`src/rtl/fetch_decode_unit.sv`:
```
// fetch_decode_unit
// Instruction fetch/decode sequencer feeding the 4-bit execute unit.
// Holds a 16-entry program store, a program counter and a one-entry return
// register. Each instruction takes three cycles (FETCH, ISSUE, WAIT). Its
// fields are presented on registered outputs with a one-cycle issue strobe.
// Control flow (JZ/JMP/CALL/RET/HLT) is resolved locally.
//
// Ports:
//   clk, rst               rising-edge clock, async active-high reset
//   load_en/addr/data      program-store write port (IDLE and HALT only)
//   start                  begin execution at pc 0 (IDLE only)
//   ZF_in                  zero flag from execute unit, sampled at end of ISSUE
//   A3..A0                 opcode bits [15:12]
//   A, B                   operand fields [11:8], [7:4]
//   BYTE/address/address_val  immediate field [3:0]
//   issue                  one-cycle strobe: outputs carry a new instruction
//   pc                     address of the instruction issued/held
//   busy, halted           FETCH/ISSUE/WAIT, HALT status
module fetch_decode_unit #(
    parameter int unsigned PROG_DEPTH = 16,
    parameter int unsigned INSTR_W    = 16
) (
    input  logic               clk,
    input  logic               rst,
    input  logic               load_en,
    input  logic [3:0]         load_addr,
    input  logic [INSTR_W-1:0] load_data,
    input  logic               start,
    input  logic               ZF_in,
    output logic               A3,
    output logic               A2,
    output logic               A1,
    output logic               A0,
    output logic [3:0]         A,
    output logic [3:0]         B,
    output logic [3:0]         BYTE,
    output logic [3:0]         address,
    output logic [3:0]         address_val,
    output logic               issue,
    output logic [3:0]         pc,
    output logic               busy,
    output logic               halted
);

    typedef enum logic [2:0] {
        S_IDLE,
        S_FETCH,
        S_ISSUE,
        S_WAIT,
        S_HALT
    } state_t;

    localparam logic [3:0] OP_JZ   = 4'd6;
    localparam logic [3:0] OP_JMP  = 4'd7;
    localparam logic [3:0] OP_CALL = 4'd12;
    localparam logic [3:0] OP_RET  = 4'd13;
    localparam logic [3:0] OP_HLT  = 4'd15;

    state_t             state, state_nx;
    logic [INSTR_W-1:0] mem [0:PROG_DEPTH-1];
    logic [INSTR_W-1:0] fetch_word;
    logic [3:0]         op_q, imm_q, ret_q, pc_nx;
    logic               zf_q;

    assign fetch_word  = mem[pc];
    assign {A3, A2, A1, A0} = op_q;
    assign BYTE        = imm_q;
    assign address     = imm_q;
    assign address_val = imm_q;

    // Store has no reset so its contents survive rst; writes only when idle
    // or halted so a running program cannot be modified underneath itself.
    always_ff @(posedge clk) begin
        if (load_en && (state == S_IDLE || state == S_HALT)) begin
            mem[load_addr] <= load_data;
        end
    end

    always_comb begin
        state_nx = state;
        case (state)
            S_IDLE:  if (start) state_nx = S_FETCH;
            S_FETCH: state_nx = S_ISSUE;
            S_ISSUE: state_nx = S_WAIT;
            S_WAIT:  state_nx = (op_q == OP_HLT) ? S_HALT : S_FETCH;
            S_HALT:  state_nx = S_HALT;
            default: state_nx = S_IDLE;
        endcase
    end

    always_comb begin
        pc_nx = pc + 4'd1;
        case (op_q)
            OP_JZ:   if (zf_q) pc_nx = imm_q;
            OP_JMP:  pc_nx = imm_q;
            OP_CALL: pc_nx = imm_q;
            OP_RET:  pc_nx = ret_q;
            OP_HLT:  pc_nx = pc;
            default: pc_nx = pc + 4'd1;
        endcase
    end

    always_ff @(posedge clk or posedge rst) begin
        if (rst) begin
            state  <= S_IDLE;
            pc     <= '0;
            ret_q  <= '0;
            op_q   <= '0;
            A      <= '0;
            B      <= '0;
            imm_q  <= '0;
            zf_q   <= 1'b0;
            issue  <= 1'b0;
            busy   <= 1'b0;
            halted <= 1'b0;
        end else begin
            state  <= state_nx;
            issue  <= (state == S_FETCH);
            busy   <= (state_nx == S_FETCH) || (state_nx == S_ISSUE) || (state_nx == S_WAIT);
            halted <= (state_nx == S_HALT);
            case (state)
                S_IDLE: begin
                    if (start) pc <= '0;
                end
                S_FETCH: begin
                    // Decoded fields double as the instruction register.
                    op_q  <= fetch_word[15:12];
                    A     <= fetch_word[11:8];
                    B     <= fetch_word[7:4];
                    imm_q <= fetch_word[3:0];
                end
                S_ISSUE: begin
                    zf_q <= ZF_in;
                end
                S_WAIT: begin
                    pc <= pc_nx;
                    if (op_q == OP_CALL) ret_q <= pc + 4'd1;
                    else if (op_q == OP_RET) ret_q <= '0;
                end
                default: ;
            endcase
        end
    end

endmodule
```
`config.mk`:
```
export PLATFORM = sky130hd
export DESIGN_NAME = fetch_decode_unit
export DESIGN_NICKNAME = d
export VERILOG_FILES = /design/src/rtl/fetch_decode_unit.sv
export SDC_FILE = /design/constraint.sdc
export NUM_CORES = 1
export LEC_CHECK = 0
export ABC_CLOCK_PERIOD_IN_PS = 9070
export CORE_MARGIN = 2
export CORE_UTILIZATION = 35
export DETAILED_ROUTE_END_ITERATION = 10
export PLACE_DENSITY = 0.5
export SYNTH_ARGS = -nofsm -noshare
export SYNTH_HDL_FRONTEND = slang
export SYNTH_SLANG_ARGS = --single-unit
```
`constraint.sdc`:
```
create_clock -name clk -period 9.07 [get_ports clk]
set_clock_uncertainty 0.2 [all_clocks]
set_input_delay 1.3605 -clock clk [delete_from_list [all_inputs] [get_ports clk]]
set_output_delay 1.3605 -clock clk [all_outputs]
set_load 0.05 [all_outputs]
```
## Word-level counts from Yosys, hierarchy flattened

Memory sizes are Yosys's and may differ from the RTL's. A register that Yosys moved wholly into a read port is not among the register bits.
Cells that the tools add are included.

| operators by class | value |
|---|---|
| add/subtract/negate cells | 1 |
| multiply operators | 0 |
| divide/modulo/power cells | 0 |
| magnitude comparators | 0 |
| equal/unequal tests | 15 |
| shift-type cells | 0 |
| muxes and demuxes | 11 |
| bitwise operators | 0 |
| reduce and logical (&&, ||, !) cells | 10 |

Operator list:

| cell | number |
|---|---|
| $mux 4 | 4 |
| $pmux 4 s4 | 1 |
| $pmux 3 s5 | 1 |
| $eq 3x2->1 const B | 4 |
| $eq 4x4->1 const B | 3 |
| $eq 4x3->1 const B | 2 |
| $pmux 4 s2 | 1 |
| $eq 3x1->1 const B | 2 |
| $eq 3x3->1 const B | 2 |
| $mux 3 | 2 |
| $add 4x1->4 const B | 1 |
| $ne 2x2->1 const B | 2 |
| $reduce_bool 2->1 | 2 |
| $logic_not 3->1 | 1 |
| $logic_or 1x1->1 | 3 |
| $reduce_and 3->1 | 1 |
| $mux 1 | 2 |
| $reduce_and 2->1 | 1 |
| $reduce_or 2->1 | 1 |
| $logic_and 1x1->1 | 1 |

| storage, ports and cells | value |
|---|---|
| flip-flop bits (word level) | 15 |
| bits in latches | 0 |
| RAM bits | 256 |
| memory bits (read-only) | 0 |
| input bits | 25 |
| output and inout port bits | 31 |
| logic and storage cells | 45 |
| memories kept | 1 |

Memories:

| name | depth | width | read ports | clocked after Yosys merged registers in | write ports | RTL line | text |
|---|---|---|---|---|---|---|---|
| mem | 16 | 16 | 1 | 1 | 1 | 60 | `logic [INSTR_W-1:0] mem [0:PROG_DEPTH-1];` |

## Longest topological paths before layout

Gate-level depths: netlist of the first run.

| depth | value |
|---|---|
| depth in word-level cells | 6 |
| depth in mapped cells | 10 |
| mapped depth without buffers | 7 |

## Worst setup path after synthesis of the first run

No wires, ideal clock.

| timing path | value |
|---|---|
| path kind | input -> register |
| start | input port load_addr[2] |
| end | memory mem[0][0], enable pin |
| setup time | 0.409 ns |
| data arrival time | 2.927 ns |
| required time | 8.461 ns |
| slack | 5.534 ns |
| stages on the path | 2 |
| path buffers | 0 |
| cells stage by stage | or3_1 nor3_1 |

RTL lines:

| element | RTL line | text |
|---|---|---|
| from (decl) | 26 | `input logic [3:0] load_addr,` |
| to (decl) | 60 |  |

Straight into the memory's write port.

## Worst setup path after layout of the first run

| timing path | value |
|---|---|
| start | register pc[1] |
| end | output port pc[1] |

RTL lines:

| element | RTL line | text |
|---|---|---|
| from (decl) | 40 | `output logic [3:0] pc,` |
| from (signal assigned) | 136 | `pc <= pc_nx;` |

No word-level cell between the ends.

==> out/qor.txt, run 1 <==
Outcome: complete, no violations
DR vias/cell: 5.27
Average cell area after synthesis: 18.8 um2
Total of max-cap violations: 0
Largest vdd supply drop: 0.175 mV
Final setup vio count: 0
Via count of the first global-routing pass: 5,923
RR Startpoint: pc[0]
Number of inserted diodes: 0
Share of the synthesized area in the top cell type: 0.680
Largest family of logic cells by synthesized area: multiplexers
CTS resizes: 0
Register-to-Register Setup Slack: 5950 ps
Clk root buf: clkbuf_16
Port Buffer Count: 55
Layout Cells excl Fill: 1,083
Total die area: 33,800 um2
Critical path class: reg2out
Commonest register cell after synthesis: edfxtp_1
Syn Nets: 627
Fin crit period: 3840 ps
# rows: 65
RR Endpoint: BYTE[2]
Post-CTS Setup Inserts: 0
Gp weighted congestion: 0.803
Total power per unit cell area: 300 nW/um2
Drt drc: 0
Period utilization: 0.423
Hold Crit Class: reg2reg
FF/Latch Area: 8470 um2
Core Area: 31,700 um2
DR pass1 iterations: 5
Wirelength per Cell: 23.9 um
#FFs+latches synth: 287
Area Growth Syn to Fin: 18.0%
Total vias in the final route: 5,712
Initial antenna violation count: 0
Clk buf depth: 3
Arrival time at the worst endpoint: 2280 ps
Commonest cells after routing, fill and taps aside: 256 x edfxtp_1, 55 x clkdlybuf4s50_1, 33 x mux2i_1, 33 x mux4_2, 31 x clkbuf_16
Synth Area in Compound Gates: 0.0546
Count of final hold-check violations: 0
Leakage: 4.32 nW
Fill cells: 2,821
Pin count of the biggest net entering global routing: 76
Layout cells sized above 1: 0.189
Post-synthesis cell area: 11,300 um2
Worst-margin pin slew: 1050 ps
Die extent in y: 184 um
Post-synthesis adder-cell area fraction: 0.00111
Final Max Tran Viols: 0
Synth warn: 0
Detailed placement HPWL: 16,200 um
Synth Area in XOR/XNOR: 0.000775
Simple-Gate Fraction of Synth Area: 0.0343
Worst setup path endpoint: pc[1]
Post-route ant nets: 0
Post-CTS Hold Buffers: 0
Util after Layout: 0.421
H-tree depth: 1
CTS Buf Count: 31
Fraction of registers with async set/reset: 0.108
RSZ-0062 raised after global routing: false
CP endpoint kind: output port
Global route overflow: 0
Synth unique cells: 44
Cells after DPL: 1,026
Max Fclk: 261 MHz
CTS tree: done
Clock Sink Count: 287
Crit path launch type: flip-flop
Max-slew headroom: 0.297
GRT Total Usage: 0.155
Initial Utilization: 0.356
Largest area contributor in the netlist: edfxtp_1
Number of I/O pins: 56
Synth area leaders: edfxtp_1 68%, dfrtp_1 6.9%, mux4_2 6.6%
Reg2reg path depth: 4
Crit Path Max Fanout: 37
Worst Setup SP: pc[1]
WHS Path Cells: 1
Clock slew at reported path FFs: 60 ps
Total Routed Length: 25,900 um
Post-synthesis mux area share: 0.135
Skew-Pair Late Insertion Delay: 560 ps
Commonest non-fill, non-tap cell in the layout: edfxtp_1
Multi-input logic area: 2610 um2
Post-synth EDFFs: 256
Mapped Cells: 601
DR iter-0 viols: 399
Worst path required time: 7510 ps
Sequential share of the synthesized area: 0.748
Global-route wire length before repair: 38,500 um
Setup TNS: 0 ps
Die W: 184 um
Total power: 0.00400 W
NumNets Final: 683
## cells in the mapped netlist (2+ instances only)
cell,n
a211o_1,2
a211oi_1,7
a21oi_1,14
a221o_1,9
a22oi_1,13
a31oi_1,6
a32oi_1,10
buf_1,5
buf_12,2
buf_2,11
buf_4,8
clkbuf_1,15
dfrtp_1,31
edfxtp_1,256
inv_1,12
mux2_2,15
mux2i_1,33
mux4_1,11
mux4_2,33
nand2_1,19
nand2b_1,6
nand3_1,3
nand4_1,3
nor2_1,23
nor2b_1,11
nor3_1,5
nor3b_1,2
o211ai_1,6
o21ai_0,14
o221ai_1,2
## through the flow
stage | hold slack [ps] | area [um2] | setup WS, ps
2_1_floorplan | 281 | 11300 | 5530
3_3_place_gp | 298 | 12200 | 5370
3_5_place_dp | 299 | 12200 | 5290
4_1_cts | 313 | 13300 | 5170
5_1_grt | 337 | 13300 | 5120
6_report | 310 | 13300 | 5230
## power breakdown
group	switching, W	total (W)	internal [W]
clock network	0.000503	0.00134	0.000833
registers	0.0000958	0.00162	0.00152
logic	0.000642	0.00105	0.000407
## worst max-delay path, cell delays in order, from the launching register on
cell and delay [ps]:
dfrtp_2 340, buf_4 460, clkdlybuf4s50_1 920
## how the worst min path moves through the flow
stage	slack [ps]	startpoint	to
floorplan	280	ret_q[0]	ret_q[0]
global placement	300	ret_q[3]	ret_q[3]
detailed placement	300	ret_q[1]	ret_q[1]
CTS	310	ret_q[1]	ret_q[1]
global route	340	ret_q[0]	ret_q[0]
finish	310	ret_q[1]	ret_q[1]
## final cells by class
class,instances,share of cell area
clock buffers,37,0.0606
repair buffers,65,0.0469
well taps,402,0.0377
inverters,12,0.00338
flip-flops and latches,287,0.635
clock inverters,20,0.0214
multi-input cells,260,0.195
## sequential cells by signal (all words and copies together), names as in the netlist
name    flops
A           4
pc          4
op_q        4
issue       1
mem       256
B           4
halted      1
busy        1
state       3
BYTE        4
ret_q       4
zf_q        1
## layer usage
metal  global-route usage  vias to the layer above  part of all wire
met2                0.250                      161              0.47
met4               0.0358                        0             0.018
met5                    0                        -                 0
met3               0.0246                       36             0.049
met1                0.223                     2975              0.47
li1                     -                     2540                 -
## cell families after synthesis
family	count (synthesis)
compound gates	87
xor+xnor	1
fa+ha+maj	1
buf+inv	54
flops	287
mux	92
simple gates	79
No activity file was read; power rests on OpenSTA's default activity.
==> run 2: changes to the inputs <==
- ABC_CLOCK_PERIOD_IN_PS: 9070 -> 3700
- clock period: 9.07 -> 3.7 ns (I/O delays scaled with it)
==> run 2 against run 1 <==
Hold slack better by 5.5 ps. Cell count grew 1.7%. Via count increased by 2.0%. Clock power grew 130%. Count of clock-buffer cells in the layout increased by 6. Register-to-register slack worse by 5200 ps. Highest routed layer unchanged. Critical path type unchanged. Global-route usage is 0.33 points higher. Sequential cell count stayed put.
==> out/qor.txt, run 2 (synthesis gave the netlist of run 1 again) <==
Number of inserted diodes: 0
Total vias in the final route: 5,826
Fin crit period: 3220 ps
Clock Sink Count: 287
Setup TNS: 0 ps
Period utilization: 0.870
NumNets Final: 700
Fill cells: 2,817
Hold Crit Class: reg2reg
GRT Total Usage: 0.159
CP endpoint kind: output port
Post-CTS Hold Buffers: 0
Initial antenna violation count: 0
Largest stage delay, worst path: 960 ps
Clock slew at reported path FFs: 60 ps
Commonest non-fill, non-tap cell in the layout: edfxtp_1
Global route overflow: 0
Leakage: 4.39 nW
FF/Latch Area: 8470 um2
Hold_ws: 316 ps
Total power per unit cell area: 723 nW/um2
Pin count of the biggest net entering global routing: 76
Gp weighted congestion: 0.764
Worst path required time: 2940 ps
Slowest-stage cell, CP: clkdlybuf4s50_1
Area Growth Syn to Fin: 19.0%
Layout cells sized above 1: 0.207
# rows: 65
Largest vdd supply drop: 0.391 mV
CTS Buf Count: 31
Commonest cells after routing, fill and taps aside: 256 x edfxtp_1, 55 x clkdlybuf4s50_1, 33 x mux2i_1, 33 x mux4_2, 31 x clkbuf_16
Max reg flops: 256
CP Cell Sequence: clkdlybuf4s50_1
Total power: 0.00973 W
Crit Path Max Fanout: 32
Detailed placement HPWL: 16,600 um
Critical path class: reg2out
Clk buf depth: 3
CTS resizes: 0
Reg with most FFs: mem
Total die area: 33,800 um2
Final instance area: 13,500 um2
Arrival time at the worst endpoint: 2460 ps
Final Max Tran Viols: 0
Outcome: complete, no violations
Post-route ant nets: 0
Wirelength per Cell: 23.8 um
Max-slew headroom: 0.340
H-tree depth: 1
Global-route wire length before repair: 39,600 um
Die extent in y: 184 um
DR pass1 iterations: 5
Number of I/O pins: 56
Skew-Pair Late Insertion Delay: 550 ps
RSZ-0062 raised after global routing: false
Core Area: 31,700 um2
Crit path launch type: flip-flop
Max Fclk: 311 MHz
Via count of the first global-routing pass: 6,101
Count of final hold-check violations: 0
Total Routed Length: 26,200 um
Post-DP Area: 12,400 um2
Port Buffer Count: 55
DR vias/cell: 5.29
Worst-margin pin slew: 989 ps
CTS tree: done
Final setup vio count: 0
DR iter-0 viols: 493
Drt drc: 0
Multi-input logic area: 2610 um2
Clk root buf: clkbuf_16
Die W: 184 um
Initial Utilization: 0.356
Total of max-cap violations: 0
Buf/Inv on CP: 1
CP top delay family: buffers and inverters
Post-CTS Setup Inserts: 0
==> run 2: changes by cell type in the layout (fill, tap and decap cells not counted), moves of 3 or more <==
cell,delta
clkbuf_1,+4
bufinv_16,-3
buf_4,+14
buf_12,+3
==> run 2: layer usage <==
| layer | wire, um | GRT usage |
|---|---|---|
| met1 | 12500 | 0.240 |
| met2 | 11900 | 0.242 |
| met3 | 1430 | 0.0240 |
| met4 | 432 | 0.0362 |
| met5 | 0 | 0 |
==> run 2: layout make-up <==
cell class              instances  share of cell area
clock buffers                  43              0.0632
clock inverters                15              0.0145
inverters                      12             0.00335
multi-input cells             260               0.194
flip-flops and latches        287               0.629
well taps                     402              0.0374
repair buffers                 82              0.0588
==> run 2: per-stage QoR <==
step	instances	worst slack [ps]	util
6_report	1101	482	0.424
3_3_place_gp	1043	818	0.391
4_1_cts	1101	406	0.424
2_1_floorplan	601	779	-
5_1_grt	1101	374	0.424
3_5_place_dp	1043	758	0.391
==> run 2: path summary, 6_finish.rpt <==
path,slack [ps],to,from,cells past startpoint
worst max-delay path,480,pc[1],pc[1],1
worst min-delay path,320,ret_q[3],ret_q[3],1
worst max register to register,740,mem[3][10],state[1],4
worst min register to register,320,ret_q[3],ret_q[3],1
max in group asynchronous,2180,pc[1],rst,3
min in group asynchronous,340,issue,rst,2
==> run 2: report_power, final <==
group | internal, W | total [W] | switching (W)
logic | 0.00106 | 0.00258 | 0.00152
registers | 0.00373 | 0.00403 | 0.000301
clock network | 0.00189 | 0.00312 | 0.00123
total | 0.00668 | 0.00973 | 0.00306
